`config.mk`:
```
export PLATFORM = sky130hd
export DESIGN_NAME = rs232_tx_arb_flat
export DESIGN_NICKNAME = d
export VERILOG_FILES = /design/src/rtl/rs232_pkg.sv /design/src/rtl/rs232_tx_arb_if.sv /design/src/rtl/rs232_rr_pick.sv /design/src/rtl/rs232_tx_arb.sv /design/src/flat_wrapper.sv
export SDC_FILE = /design/constraint.sdc
export NUM_CORES = 1
export LEC_CHECK = 0
export ABC_AREA = 1
export CORE_MARGIN = 2
export CORE_UTILIZATION = 58
export CTS_BUF_LIST = sky130_fd_sc_hd__clkbuf_8
export DETAILED_ROUTE_END_ITERATION = 10
export GPL_ROUTABILITY_DRIVEN = 0
export PLACE_DENSITY = 0.89
export SKIP_CTS_REPAIR_TIMING = 1
export SYNTH_ARGS = -nofsm -noshare
export SYNTH_HDL_FRONTEND = slang
export SYNTH_SLANG_ARGS = --single-unit
```
`constraint.sdc`:
```
create_clock -name clk -period 3.4 [get_ports clk]
set_input_delay 0.34 -clock clk [delete_from_list [all_inputs] [get_ports clk]]
set_output_delay 0.34 -clock clk [all_outputs]
set_load 0.005 [all_outputs]
```
`src/rtl/rs232_pkg.sv`:
```
// Shared types and constants for the RS-232 transmit arbiter.
package rs232_pkg;

    typedef enum logic [1:0] {
        IDLE     = 2'd0,
        WAIT_ACK = 2'd1,
        RELEASE  = 2'd2
    } state_e;

    localparam int unsigned DEFAULT_TO_CYCLES = 1048576;

endpackage

```
`src/rtl/rs232_tx_arb_if.sv`:
```
// Requester and transmitter signal bundle for rs232_tx_arb.
interface rs232_tx_arb_if;

    logic       req0;
    logic [7:0] data0;
    logic       ack0;
    logic       req1;
    logic [7:0] data1;
    logic       ack1;
    logic       tx_req;
    logic [7:0] tx_data;
    logic       tx_ack;
    logic       busy;
    logic       grant;
    logic       timeout_err;

    modport master (
        output req0, data0, req1, data1, tx_ack,
        input  ack0, ack1, tx_req, tx_data, busy, grant, timeout_err
    );

    modport slave (
        input  req0, data0, req1, data1, tx_ack,
        output ack0, ack1, tx_req, tx_data, busy, grant, timeout_err
    );

endinterface

```
`src/rtl/rs232_rr_pick.sv`:
```
// Two-way round-robin pick between requesters 0 and 1.
module rs232_rr_pick (
    input  logic req0,
    input  logic req1,
    input  logic last_grant,
    output logic valid,
    output logic winner
);

    assign valid  = req0 | req1;
    // A tie goes to whichever side did not win last time.
    assign winner = (req0 & req1) ? ~last_grant : req1;

endmodule

```
`src/rtl/rs232_tx_arb.sv`:
```
// Shares one UART transmitter between two byte requesters, with a per-byte watchdog.
module rs232_tx_arb
    import rs232_pkg::*;
#(
    parameter int unsigned TO_CYCLES = DEFAULT_TO_CYCLES
) (
    input logic           clk,
    input logic           rst,
    rs232_tx_arb_if.slave bus
);

    localparam int unsigned     WD_W    = (TO_CYCLES > 1) ? $clog2(TO_CYCLES) : 1;
    localparam logic [WD_W-1:0] WD_LAST = WD_W'(TO_CYCLES - 1);

    state_e          state_q, state_d;
    logic            tx_req_q, tx_req_d;
    logic [7:0]      tx_data_q, tx_data_d;
    logic            grant_q, grant_d;
    logic            last_grant_q, last_grant_d;
    logic            ack0_q, ack0_d;
    logic            ack1_q, ack1_d;
    logic            timeout_q, timeout_d;
    logic [WD_W-1:0] wd_q, wd_d;

    logic pick_valid;
    logic pick_winner;

    rs232_rr_pick u_pick (
        .req0       (bus.req0),
        .req1       (bus.req1),
        .last_grant (last_grant_q),
        .valid      (pick_valid),
        .winner     (pick_winner)
    );

    always_ff @(posedge clk or posedge rst) begin
        if (rst) begin
            state_q      <= IDLE;
            tx_req_q     <= 1'b0;
            tx_data_q    <= '0;
            grant_q      <= 1'b0;
            last_grant_q <= 1'b1;
            ack0_q       <= 1'b0;
            ack1_q       <= 1'b0;
            timeout_q    <= 1'b0;
            wd_q         <= '0;
        end else begin
            state_q      <= state_d;
            tx_req_q     <= tx_req_d;
            tx_data_q    <= tx_data_d;
            grant_q      <= grant_d;
            last_grant_q <= last_grant_d;
            ack0_q       <= ack0_d;
            ack1_q       <= ack1_d;
            timeout_q    <= timeout_d;
            wd_q         <= wd_d;
        end
    end

    always_comb begin
        state_d      = state_q;
        tx_req_d     = tx_req_q;
        tx_data_d    = tx_data_q;
        grant_d      = grant_q;
        last_grant_d = last_grant_q;
        ack0_d       = 1'b0;
        ack1_d       = 1'b0;
        timeout_d    = 1'b0;
        wd_d         = wd_q;

        unique case (state_q)
            IDLE: begin
                if (pick_valid) begin
                    tx_data_d    = pick_winner ? bus.data1 : bus.data0;
                    grant_d      = pick_winner;
                    last_grant_d = pick_winner;
                    tx_req_d     = 1'b1;
                    wd_d         = '0;
                    state_d      = WAIT_ACK;
                end
            end
            WAIT_ACK: begin
                // tx_ack takes priority, so a coincident limit is a normal completion.
                if (bus.tx_ack || (wd_q == WD_LAST)) begin
                    tx_req_d  = 1'b0;
                    ack0_d    = ~grant_q;
                    ack1_d    = grant_q;
                    timeout_d = ~bus.tx_ack;
                    state_d   = RELEASE;
                end else begin
                    wd_d = wd_q + 1'b1;
                end
            end
            RELEASE: begin
                state_d = IDLE;
            end
            default: begin
                state_d = IDLE;
            end
        endcase
    end

    assign bus.tx_req      = tx_req_q;
    assign bus.tx_data     = tx_data_q;
    assign bus.grant       = grant_q;
    assign bus.ack0        = ack0_q;
    assign bus.ack1        = ack1_q;
    assign bus.timeout_err = timeout_q;
    assign bus.busy        = (state_q != IDLE);

endmodule

```
`src/flat_wrapper.sv`:
```
// flat-port wrapper written by rule: the top's interface ports become plain ports
module rs232_tx_arb_flat import rs232_pkg::*;
#(
    parameter int unsigned TO_CYCLES = DEFAULT_TO_CYCLES
)
  (clk, rst, bus_req0, bus_data0, bus_req1, bus_data1, bus_tx_ack, bus_ack0, bus_ack1, bus_tx_req, bus_tx_data, bus_busy, bus_grant, bus_timeout_err);
  rs232_tx_arb_if bus_i ();
  input logic clk;
  input logic rst;
  input wire logic [$bits(bus_i.req0)-1:0] bus_req0;
  input wire logic [$bits(bus_i.data0)-1:0] bus_data0;
  input wire logic [$bits(bus_i.req1)-1:0] bus_req1;
  input wire logic [$bits(bus_i.data1)-1:0] bus_data1;
  input wire logic [$bits(bus_i.tx_ack)-1:0] bus_tx_ack;
  output wire logic [$bits(bus_i.ack0)-1:0] bus_ack0;
  output wire logic [$bits(bus_i.ack1)-1:0] bus_ack1;
  output wire logic [$bits(bus_i.tx_req)-1:0] bus_tx_req;
  output wire logic [$bits(bus_i.tx_data)-1:0] bus_tx_data;
  output wire logic [$bits(bus_i.busy)-1:0] bus_busy;
  output wire logic [$bits(bus_i.grant)-1:0] bus_grant;
  output wire logic [$bits(bus_i.timeout_err)-1:0] bus_timeout_err;
  assign bus_i.req0 = bus_req0;
  assign bus_i.data0 = bus_data0;
  assign bus_i.req1 = bus_req1;
  assign bus_i.data1 = bus_data1;
  assign bus_i.tx_ack = bus_tx_ack;
  assign bus_ack0 = bus_i.ack0;
  assign bus_ack1 = bus_i.ack1;
  assign bus_tx_req = bus_i.tx_req;
  assign bus_tx_data = bus_i.tx_data;
  assign bus_busy = bus_i.busy;
  assign bus_grant = bus_i.grant;
  assign bus_timeout_err = bus_i.timeout_err;
  rs232_tx_arb #(.TO_CYCLES(TO_CYCLES)) u_core (.clk(clk), .rst(rst), .bus(bus_i));
endmodule
```
### After elaboration in Yosys (flattened, before gate mapping)

Cells that the tools add are included.

| cells by class | value |
|---|---|
| div/mod/pow operators | 0 |
| shift-type cells | 0 |
| equality and inequality tests | 5 |
| multipliers | 0 |
| bitwise gates (word level) | 5 |
| order comparisons | 0 |
| reductions and logical operators | 8 |
| add/sub/neg operators | 1 |
| muxes and demuxes | 17 |

Operators with widths:

| operator | count |
|---|---|
| 20-bit two-way mux | 2 |
| 20-bit case mux with 2 select lines | 1 |
| 20-bit by 1-bit adder with 20-bit output, second input constant | 1 |
| 20-bit equality test, second input constant | 1 |
| 1-bit two-way mux | 9 |
| 8-bit two-way mux | 1 |
| 3-bit AND reduction | 2 |
| 2-bit two-way mux | 2 |
| 2-bit by 1-bit inequality test with 1-bit output, second input constant | 2 |
| 2-bit case mux with 2 select lines | 1 |
| 2-bit AND reduction | 2 |
| 2-bit nonzero test | 2 |
| 1-bit NOT | 3 |
| 2-bit by 1-bit equality test with 1-bit output, second input constant | 1 |
| 2-bit zero test | 1 |
| 2-bit inequality test, second input constant | 1 |
| 1-bit case mux with 2 select lines | 1 |
| 1-bit bitwise AND | 1 |
| 1-bit logical OR | 1 |
| 1-bit bitwise OR | 1 |

| word-level totals | value |
|---|---|
| memories | 0 |
| register bits after elaboration | 36 |
| word-level logic and storage cells | 45 |
| RAM bits | 0 |
| output and inout bits | 14 |
| ROM bits | 0 |
| latch bits | 0 |

### Longest topological paths before layout

Gate-level depths: netlist of the first run.

| depth | value |
|---|---|
| depth after elaboration | 4 |
| depth in mapped cells | 11 |
| depth with buffers taken out | 10 |

### Hierarchy

From an unflattened synthesis of the first run, not the netlist that was laid out.

| unflattened totals | value |
|---|---|
| cell total of the unflattened synthesis | 278 |
| area total of the unflattened synthesis | 2026.9 um^2 |

By module, submodules not included:

| module | times used | area each (um^2) | cells an instance | sequential area each (um^2) |
|---|---|---|---|---|
| rs232_tx_arb | 1 | 2011.9 | 275 | 902.1 |
| rs232_rr_pick | 1 | 15.0 | 3 | 0.0 |

### Worst setup path after synthesis of the first run

Ideal clock, no wire load.

| path | value |
|---|---|
| kind | register -> register |
| start point | reg u_core.wd_q[0] |
| end point | reg u_core.wd_q[10] |
| arrival time | 1603 ps |
| path slack | 1680 ps |
| cell stages (with the launch flop) | 12 |
| path buffers | 1 |
| clock period less this slack | 1720 ps |
| library setup time | 117 ps |
| cell sequence | dfrtp_1 -> ha_1 -> nand2_2 -> nor2_2 -> nand2_2 -> nor2_4 -> nand2_2 -> nand2_1 -> nand2_1 -> buf_2 -> nand2_1 -> nand2_1 |

| between the ends | value |
|---|---|
| cells in the longest elaborated chain, start to end | 4 |
| elaborated cells between the ends (all ways) | 7 |
| classes of those cells | add/sub: 1; eq/ne: 2; mux: 2; reduce/logical: 2 |

Ends and longest elaborated chain:

| element | line | text |
|---|---|---|
| start: declaration | rs232_tx_arb.sv:23 | `logic [WD_W-1:0] wd_q, wd_d;` |
| start signal: assignment | rs232_tx_arb.sv:56 | `wd_q <= wd_d;` |
| branches (longest 4 deep; another with 20-bit by 1-bit adder with 20-bit output) | - |  |

Parallel ways; which one is timed is not known. The select of a mux whose other input is x is not followed.
A chain may end at the register's enable or synchronous reset.

### Worst setup path after layout of the first run

| path | value |
|---|---|
| start point | reg u_core.wd_q[0] |
| end point | reg u_core.wd_q[7] |

Same word-level chain as after synthesis.

==> results of run 1 <==
## cell usage after synthesis, drive strengths merged
| cell | count | area [µm²] |
|---|---|---|
| nand2 | 98 | 375 |
| nor2 | 46 | 188 |
| dfrtp | 35 | 876 |
| o21ai | 28 | 148 |
| nand3 | 21 | 105 |
| inv | 17 | 63.8 |
| xor2 | 9 | 78.8 |
| buf | 4 | 32.5 |
| clkbuf | 3 | 11.3 |
| nor3 | 3 | 15.0 |
| and2 | 2 | 12.5 |
| a21oi | 1 | 16.3 |
| dfstp | 1 | 26.3 |
| ha | 1 | 12.5 |
| or2 | 1 | 6.26 |
| xnor2 | 1 | 8.76 |
## state kept, by name (all words and copies together), names as in the netlist
signal,count
u_core.wd_q,20
u_core.bus.tx_data,8
u_core.state_q,2
u_core.bus.ack0,1
u_core.bus.ack1,1
u_core.bus.grant,1
u_core.bus.timeout_err,1
u_core.bus.tx_req,1
u_core.last_grant_q,1
## per-stage QoR
| step | hold WS (ns) | total power [mW] |
|---|---|---|
| after floorplan | 0.413 | 0.907 |
| after global placement | 0.440 | 1.13 |
| after detailed placement | 0.441 | 1.15 |
| after CTS | 0.435 | 1.56 |
| after global routing | 0.462 | 1.65 |
| final | 0.406 | 1.55 |
## layout make-up
type | count | area [µm²]
clock buffers | 7 | 96.3
clock inverters | 1 | 30.0
fillers | 263 | 832
inverters | 17 | 63.8
multi-input cells | 211 | 966
flip-flops and latches | 36 | 902
well taps | 46 | 57.6
repair buffers | 37 | 363
## power breakdown
group	leakage, nW	switching [mW]	internal, mW
registers	0.475	0.0600	0.531
logic	0.556	0.315	0.238
clock network	0.0645	0.150	0.259
## worst register-to-register path, delay by kind of cell, from the launching register on
family                     cells  cell delay (ns)
adders and majority gates      1             0.33
AOI/OAI and AO/OA              1             0.54
DFF                            1             0.47
and+or+nand+nor                7             0.77
## kinds of logic (layout without fill, tap and decap cells)
family                   Yosys count  in the layout  share of synthesized area [%]
AO/OA/AOI/OAI                     29             29                           8.30
XOR/XNOR                          10             10                           4.43
adder cells (fa/ha/maj)            1              1                          0.633
buffers and inverters             24             62                           5.45
flip-flops                        36             36                           45.7
AND/OR/NAND/NOR                  171            171                           35.5
## layer usage
layer  wire, µm  global-route usage, %  part of all wire, %  vias to the layer above
li1           -                      -                    -                      920
met3        223                   5.62                  4.9                       17
met4        152                   14.2                  3.4                        0
met2       2130                   40.2                   47                       43
met1       2000                   34.1                   44                      837
met5          0                      0                    0                        -
## how the worst min path moves through the flow
stage	to	depth (start not counted)
floorplan	u_core.bus.timeout_err	1
global placement	u_core.bus.ack0	1
detailed placement	u_core.bus.ack0	1
CTS	u_core.wd_q[15]	2
global route	u_core.bus.ack0	1
finish	u_core.wd_q[0]	2
==> reports/metrics.cfg, run 1 <==
[clocking]
clock_tree.root_cell = clkbuf_8
htree_num_levels = 2
clockBufferDepth = 2
clkSlewWorstSetupHoldPaths_ns = 0.07
clkSinkCount = 36
cts_made_buffers = 5
cts_tree = yes
worstSkewPairLatency_ns = 0.30

[critical_path]
reg2reg_depth = 9
path_cells = ha_1 -> nand2_2 -> nor2_2 -> nand2_2 -> nor2_4 -> nand2_2 -> a21oi_4 -> nand2_1 -> nand2_1
crit_cells = 9
r2r-end = u_core.wd_q[7]
worstPathBufferInverterCount = 0
slowest_stage = a21oi_4
end_kind = flip-flop
critPathTopFamily = simple AND/OR/NAND/NOR gates
worstPathRequired_ns = 3.63
crit_top_cell = nand2_2
startpoint = u_core.wd_q[0]
worstReg2RegStart = u_core.wd_q[0]
crit_fanout = 26
critPathCapture = u_core.wd_q[7]
worst_path_largest_cell_delay_ns = 0.54
cp.arrival_ns = 2.40
cp-start-kind = flip-flop
critical_path_class = flip-flop to flip-flop
regToRegSetupSlack_ns = 1.22

[placed_design]
place_hpwl_mm = 3.24
io_buffers = 34
dp.cells = 347
place_ws_ns = 1.28
place_area_um2 = 2350

[timing]
fin_skew_ns = 0.00996
fmax_mhz = 460
rsz0062_at_grt = false
fin_crit_sh_pct = 64.0
max-slew-margin-rel_pct = 57.9
hold_violations = 0
finalSetupViolCount = 0
fin_tns_setup_ns = 0
setup_slack_ns = 1.22
min_period_ns = 2.18
slew_violations = 0
worst_slew_pin_slew_ns = 0.629

[floorplan]
die_area_um2 = 3890
fp.dieW_um = 62.4
start_util_pct = 59.7
die_y_um = 62.4
num_io_pins = 35
core-area_um2 = 3310
rows = 21

[grt]
first_global_vias = 1811
grt_overflow = 0
globalRouteTotalUtil_pct = 25.9
grt_max_degree = 27
antenna_found_initial = 0
grt_pass1_wl_mm = 7.94

[final_layout]
fin_util_pct = 74.9
final_common_cell = nand2_1
finalNetCount = 330
area_delta_synth_final_pct = 25.5
n_antenna_cell = 0
drive_gt1_share_pct = 7.44
final_cell_mix = nand2_1, nor2_1, dfrtp_1
final_cell_area_um2 = 2480
layout.cells.non_filler = 355

[routing]
vias = 1817
avgViaCountPerCell = 5.12
drt_iter0_drc = 133
drt-pass1-iter-count = 4
drc = 0
drtAntennaViolNets = 0
wl_mm = 4.51
wl_per_cell_um = 12.7

[synth]
synthCells = 271
yosys_warnings = 0
ys_seq_area_share_pct = 45.7
synth_area_um2 = 1980
ys_types = 22
syn_area_per_cell_um2 = 7.29
synth_fp_nets = 293
ys_ff_latch = 36

[min_path]
hold_path_class = input port to asynchronous set/reset pin

[outcome]
status = complete, no violations

[flow_run]
max_cap_violations = 0

[pwr]
p_per_area_nw_per_um2 = 627
p_leak_nw = 1.10
ir_worst_vdd_uv = 418

Power figures use the tool's default switching activity.
==> run 2, diff against run 1 <==
--- a/config.mk
+++ b/config.mk
@@ -7,11 +7,11 @@
 export LEC_CHECK = 0
 export ABC_AREA = 1
 export CORE_MARGIN = 2
-export CORE_UTILIZATION = 58
+export CORE_UTILIZATION = 49
 export CTS_BUF_LIST = sky130_fd_sc_hd__clkbuf_8
 export DETAILED_ROUTE_END_ITERATION = 10
 export GPL_ROUTABILITY_DRIVEN = 0
-export PLACE_DENSITY = 0.89
+export PLACE_DENSITY = 0.8
 export SKIP_CTS_REPAIR_TIMING = 1
 export SYNTH_ARGS = -nofsm -noshare
 export SYNTH_HDL_FRONTEND = slang
==> constraint.sdc (replaced) <==
create_clock -name clk -period 1.97 [get_ports clk]
set_input_delay 0.197 -clock clk [delete_from_list [all_inputs] [get_ports clk]]
set_output_delay 0.197 -clock clk [all_outputs]
set_load 0.005 [all_outputs]
==> run 2 against run 1 <==
Against the previous run: sequential power is 73% higher; non-clock buffer count is 5 higher; register-to-register slack worse by 0.99 ns; critical path depth is 1 higher; fmax is 25% higher; clock skew is 0.0038 ns higher; hold slack worse by 0.11 ns; first-iteration DRC count is 6.0% higher; global-route usage is 3.9 points lower; power is 73% higher; clock power is 56% higher; critical path type unchanged.
==> reports/metrics.cfg, run 2 (same netlist as run 1, synthesis figures left out) <==
[clocking]
clock_tree.root_cell = clkbuf_8  ; unchanged
cts_tree = yes  ; unchanged
clkSinkCount = 36  ; unchanged
clockBufferDepth = 2  ; unchanged
htree_num_levels = 2  ; unchanged
worstSkewPairLatency_ns = 0.29  ; was 0.30 ns
cts_made_buffers = 5  ; unchanged
clkSlewWorstSetupHoldPaths_ns = 0.08  ; was 0.07 ns

[grt]
antenna_found_initial = 0  ; unchanged
grt_pass1_wl_mm = 7.66  ; was 7.94 mm
first_global_vias = 1736  ; was 1,811
grt_max_degree = 37  ; was 27
globalRouteTotalUtil_pct = 22.1  ; was 25.9%
grt_overflow = 0  ; unchanged

[timing]
fin_tns_setup_ns = 0  ; unchanged
worst_slew_pin_slew_ns = 0.454  ; was 0.629 ns
slew_violations = 0  ; unchanged
rsz0062_at_grt = false  ; unchanged
max-slew-margin-rel_pct = 69.5  ; was 57.9%
fmax_mhz = 576  ; was 460 MHz
fin_crit_sh_pct = 88.2  ; was 64.0%
finalSetupViolCount = 0  ; unchanged
fin_skew_ns = 0.0137  ; was 0.00996 ns
min_period_ns = 1.74  ; was 2.18 ns
hold_violations = 0  ; unchanged

[final_layout]
drive_gt1_share_pct = 8.92  ; was 7.44%
finalNetCount = 335  ; was 330
n_antenna_cell = 0  ; unchanged
area_delta_synth_final_pct = 26.8  ; was 25.5%
final_cell_mix = nand2_1, nor2_1, dfrtp_1  ; unchanged
largest_register = u_core.wd_q  ; unchanged
final_cell_area_um2 = 2500  ; was 2480 µm²
final_common_cell = nand2_1  ; unchanged
largest_reg_flops = 20  ; unchanged

[placed_design]
place_hpwl_mm = 3.34  ; was 3.24 mm
place_area_um2 = 2390  ; was 2350 µm²
io_buffers = 34  ; unchanged

[routing]
vias = 1841  ; was 1,817
drt-pass1-iter-count = 4  ; unchanged
avgViaCountPerCell = 5.06  ; was 5.12
wl_per_cell_um = 12.2  ; was 12.7 µm
drc = 0  ; unchanged
wl_mm = 4.43  ; was 4.51 mm
drt_iter0_drc = 141  ; was 133
drtAntennaViolNets = 0  ; unchanged

[critical_path]
critical_path_class = flip-flop to flip-flop  ; unchanged
crit_top_cell = nand2_2  ; unchanged
worst_path_largest_cell_delay_ns = 0.39  ; was 0.54 ns
cp.arrival_ns = 1.90  ; was 2.40 ns
path_cells = ha_1 -> nand2_2 -> nor2_2 -> nand2_2 -> nor2_4 -> nand2_2 -> nand2_1 -> nand2_2 -> nand2_1 -> o21ai_0  ; was ha_1 -> nand2_2 -> nor2_2 -> nand2_2 -> nor2_4 -> nand2_2 -> a21oi_4 -> nand2_1 -> nand2_1
end_kind = flip-flop  ; unchanged
worstPathBufferInverterCount = 0  ; unchanged
critPathTopFamily = simple AND/OR/NAND/NOR gates  ; unchanged
slowest_stage = dfrtp_1  ; was a21oi_4
cp-start-kind = flip-flop  ; unchanged
crit_fanout = 14  ; was 26
worstPathRequired_ns = 2.13  ; was 3.63 ns

[floorplan]
start_util_pct = 50.1  ; was 59.7%
die_area_um2 = 4560  ; was 3890 µm²
fp.dieW_um = 67.5  ; was 62.4 µm
core-area_um2 = 3940  ; was 3310 µm²
die_y_um = 67.5  ; was 62.4 µm
rows = 23  ; was 21
num_io_pins = 35  ; unchanged

[pwr]
p_total_mw = 2.69  ; was 1.55 mW
ir_worst_vdd_uv = 636  ; was 418 µV
p_per_area_nw_per_um2 = 1070  ; was 627 nW/µm²
p_leak_nw = 1.12  ; was 1.10 nW

[min_path]
hold_path_class = input port to asynchronous set/reset pin  ; unchanged

[flow_run]
max_cap_violations = 0  ; unchanged

[outcome]
status = complete, no violations  ; unchanged

-- run 2: cell count changes in the layout (fill, tap and decap cells not counted), sizes merged --
cell | before | now
buf | 3 | 8
clkbuf | 7 | 5
clkinv | 0 | 1
inv | 17 | 18
-- run 2: metal layers --
layer / track usage [%] / wire [µm] / up-vias
li1: - / - / 932
met5: 0 / 0 / -
met1: 28.9 / 2060 / 864
met4: 8.42 / 63 / 0
met2: 35.9 / 2090 / 38
met3: 4.33 / 205 / 7
-- run 2: tightest hold or removal path: cells and delay by family --
family | cells | cell delay (ns)
buffers and inverters | 3 | 0.81
-- run 2: layout make-up --
type	count	area, µm²
inverters	17	63.8
well taps	50	62.6
flip-flops and latches	36	902
fillers	324	1440
clock inverters	3	38.8
repair buffers	42	400
multi-input cells	211	968
clock buffers	5	68.8
-- run 2: metrics by stage --
step	hold WS (ns)	setup WS, ns	utilization, %	cells
finish	0.293	0.233	63.5	364
floorplan	0.270	0.250	-	271
detailed placement	0.470	0.0937	60.7	356
global placement	0.451	0.228	60.7	356
CTS	0.318	0.0847	63.5	364
global route	0.381	0.0551	63.5	364
-- run 2: final timing paths --
kind	start	to	slack [ns]	depth (start not counted)
max	u_core.wd_q[1]	u_core.wd_q[3]	0.23	10
min	rst	u_core.wd_q[14]	0.29	3
max reg2reg	u_core.wd_q[1]	u_core.wd_q[3]	0.23	10
min reg2reg	u_core.bus.grant	u_core.bus.ack0	0.47	1
max in group asynchronous	rst	u_core.last_grant_q	1.33	3
min in group clk	u_core.bus.grant	u_core.bus.ack0	0.47	1
-- run 2: power by group --
part           total, mW  internal (mW)  switching, mW
Combinational       1.03          0.468          0.566
Sequential          1.02          0.917         0.0989
Clock              0.637          0.370          0.266
Total               2.69           1.75          0.932
==> variant 1 (config.mk and constraints of run 2) <==
Re-encode `state_e` (3 states) as one-hot, 3 bits wide.
--- a/src/rtl/rs232_pkg.sv
+++ b/src/rtl/rs232_pkg.sv
@@ -1,10 +1,10 @@
 // Shared types and constants for the RS-232 transmit arbiter.
 package rs232_pkg;
 
-    typedef enum logic [1:0] {
-        IDLE     = 2'd0,
-        WAIT_ACK = 2'd1,
-        RELEASE  = 2'd2
+    typedef enum logic [2:0] {
+        IDLE     = 3'b001,
+        WAIT_ACK = 3'b010,
+        RELEASE  = 3'b100
     } state_e;
 
     localparam int unsigned DEFAULT_TO_CYCLES = 1048576;
Function: same outputs for any inputs over 10 cycles, from zero or initial values and one cycle with rst high; not proved beyond that.
==> variant 1 against run 2 <==
- core utilization fell by 2.3 points
- area after synthesis increased by 8.4%
- highest routed layer unchanged
- routed wire length is 9.0% higher
- sequential cell count is 1 higher
- fmax shrank 6.0%
- setup slack worse by 0.11 ns
- worst hold slack improved by 0.022 ns
- final area is 4.9% higher
- total power fell by 5.4%
- sequential share of layout area is 0.68 points lower
- die area rose by 7.9%
- first-iteration DRC count fell by 0.71%
==> variant 1: results (changes against run 2) <==
[global_routing]
grt.total_usage_pct = 22.3  ; +0.26 points
grt_max_degree = 38  ; +2.7%
grt_pass1_wl_mm = 8.72  ; +14%

[power]
p_leak_nw = 1.14  ; +2.6%
p_int_mw = 1.59  ; -9.2%

[critical_path]
arrival_ns = 2.03  ; +0.13 ns
ff2ff_setup_slack_ns = 0.12  ; -0.11 ns
timing.rr.end = u_core.wd_q[6]$_DFFE_PP0P_
worstReg2RegStart = u_core.wd_q[0]$_DFFE_PP0P_
startpoint = u_core.wd_q[0]$_DFFE_PP0P_

[synthesis]
synth_top_area_share_pct = 40.9  ; -3.4 points
synth_common_cells = nand2_1 (81), nor2_1 (40), dfrtp_1 (35)
ys_top_cells_by_area = dfrtp_1 (41%), nand2_1 (14%), nor2_1 (7.0%)
yosysSeqAreaShare_pct = 43.3  ; -2.3 points
synth_cell_types = 30  ; +36%

[layout]
drive_gt1_share_pct = 13.1  ; +4.2 points
fillCellCount = 390  ; +20%
final_nets = 348  ; +3.9%

[timing]
slew_viol_final = 0  ; unchanged
clock_skew_ns = 0.00576  ; -0.00799 ns
whs_ns = 0.314  ; +0.0215 ns

[place]
io_buffer_count = 34  ; unchanged
placed_cells = 371  ; +4.2%
post-dp-hpwl_mm = 3.50  ; +4.9%

[status]
status = finished clean

[detailed_routing]
wl_per_cell_um = 12.7  ; +4.7%
vias = 1957  ; +6.3%
wl_met3_um = 334  ; +63%
m1WireLength_mm = 2.17  ; +5.0%
drt_iter0_markers = 140  ; -0.71%
dr_wl_met2_mm = 2.23  ; +6.6%

[cts]
clk_pin_slew_ns = 0.07

==> variant 1: power by group through the flow <==
stage	clock, mW	combinational [mW]	sequential [mW]
5_1_grt	0.554	1.14	1.04
3_5_place_dp	0	0.995	1.03
2_1_floorplan	0	0.602	1.03
6_report	0.501	1.02	1.02
3_3_place_gp	0	0.968	1.02
4_1_cts	0.523	0.998	1.02
==> variant 1: cell families (layout without fill, tap and decap cells) <==
kind of cell / count (synthesis) / after routing / synth area share [%]
flops: 37 / 37 / 43.3
compound gates: 36 / 36 / 9.35
xor+xnor: 4 / 4 / 1.64
simple gates: 173 / 173 / 37.4
buf+inv: 38 / 76 / 7.65
fa+ha+maj: 1 / 1 / 0.584
==> variant 1: area by class of cell <==
| class | count | share of cell area (%) |
|---|---|---|
| Timing Repair Buffer | 38 | 14.1 |
| Sequential cell | 37 | 35.3 |
| Multi-Input combinational cell | 214 | 40.7 |
| Inverter | 30 | 4.29 |
| Clock inverter | 3 | 0.524 |
| Clock buffer | 5 | 2.62 |
| Tap cell | 52 | 2.48 |
==> variant 1: per-stage QoR <==
step	util (%)	setup WS, ns
after floorplan	-	0.306
after global placement	58.8	0.165
after detailed placement	58.8	0.0501
after CTS	60.8	0.0136
after global routing	61.2	-0.00465
final	61.2	0.121
==> variant 1: worst max path at each step <==
stage / endpoint / cells past startpoint
floorplan: u_core.wd_q[17]$_DFFE_PP0P_ / 11
global placement: u_core.wd_q[3]$_DFFE_PP0P_ / 10
detailed placement: u_core.wd_q[3]$_DFFE_PP0P_ / 10
CTS: bus_busy / 4
global route: u_core.wd_q[7]$_DFFE_PP0P_ / 10
finish: u_core.wd_q[6]$_DFFE_PP0P_ / 10
==> variant 1: metal layers <==
layer / global-route usage [%] / vias up
met5: 0 / -
met4: 9.62 / 0
li1: - / 1002
met1: 27.6 / 881
met3: 6.20 / 9
met2: 36.5 / 65
==> variant 1: tightest hold or removal path, delay by kind of cell <==
family,cells,cell delay [ns]
buf+inv,3,0.85
==> variant 2 (settings of run 2) <==
Without the edit above. The package constant `DEFAULT_TO_CYCLES` goes from 1048576 to 2097152.
--- a/src/rtl/rs232_pkg.sv
+++ b/src/rtl/rs232_pkg.sv
@@ -7,7 +7,7 @@
         RELEASE  = 2'd2
     } state_e;
 
-    localparam int unsigned DEFAULT_TO_CYCLES = 1048576;
+    localparam int unsigned DEFAULT_TO_CYCLES = 2097152;
 
 endpackage
 
Check against the original RTL: same outputs for any inputs over 10 cycles, from zero or initial values and one cycle with rst high; that may be too few to reach the edited logic, so the function may still have changed.
==> variant 2 against run 2 <==
- count of clock-buffer cells in the layout grew 1
- cell count is 2.2% higher
- fmax shrank 4.0%
- total power increased by 5.4%
- area after synthesis up 4.7%
- largest power group unchanged
- final area increased by 4.6%
- clock power increased by 9.3%
- sequential cell count grew 1
- routed wire length grew 5.9%
- setup slack got worse by 0.073 ns
- largest cell class unchanged
==> variant 2: results (changes against run 2) <==
[status]
status = finished clean

[place]
place_ws_ns = 0.114  ; +0.0204 ns
post-dp-hpwl_mm = 3.40  ; +1.9%
dpl-instance-area_mm2 = 0.00249  ; +4.2%

[detailed_routing]
wl_met3_um = 261  ; +27%
dr_wl_met2_mm = 2.32  ; +11%
drt_iter0_markers = 116  ; -18%
m1WireLength_mm = 2.06  ; -0.15%

[critical_path]
crit_fanout = 16  ; +2
ff2ff_setup_slack_ns = 0.16  ; -0.07 ns

[synthesis]
ys_top_cells_by_area = dfrtp_1 (44%), nand2_1 (17%), nor2_1 (8.3%)
ys_seq_elements = 37  ; +2.8%
yosysSeqAreaShare_pct = 44.8  ; -0.83 points

[layout]
multi_input_cells = 215  ; +1.9%
area_growth_pct = 26.7  ; about the same
final_nets = 343  ; +2.4%
largest_reg_flops = 21  ; +5.0%
clk_share_pct = 4.58  ; +0.29 points
final-nonclk-buf-share_pct = 15.8  ; -0.22 points

[power]
vdd_drop_max_mv = 0.726  ; +14%
p_leak_nw = 1.19  ; +7.1%

[timing]
fmax_mhz = 552  ; -4.0%
slew-limit-headroom_pct = 68.8  ; -0.70 points
whs_ns = 0.308  ; +0.0149 ns

[global_routing]
grt_pass1_wl_mm = 8.18  ; +6.8%
grt_max_degree = 38  ; +2.7%

[variant 2: cells by family (layout without fill, tap and decap cells)]
family | Yosys count | after routing | share of synthesized area [%]
and+or+nand+nor | 171 | 171 | 35.5
DFF | 37 | 37 | 44.8
AOI/OAI and AO/OA | 33 | 33 | 8.83
buffers and inverters | 27 | 70 | 5.99
xor gates and xnor gates | 10 | 10 | 4.23
adders and majority gates | 1 | 1 | 0.605
[variant 2: layer usage]
layer / track usage [%] / vias up
li1: - / 951
met1: 28.4 / 839
met2: 40.6 / 59
met3: 4.87 / 6
met4: 8.09 / 0
met5: 0 / -
[variant 2: power breakdown]
part           switching (mW)  internal [mW]
Clock                   0.284          0.412
Sequential             0.0958          0.937
Combinational           0.590          0.511
[variant 2: worst max-delay path, delay by kind of cell (launching register included)]
kind | cells | cell delay (ns)
adder cells (fa/ha/maj) | 1 | 0.26
AO/OA/AOI/OAI | 1 | 0.08
flip-flops | 1 | 0.38
AND/OR/NAND/NOR | 8 | 0.96
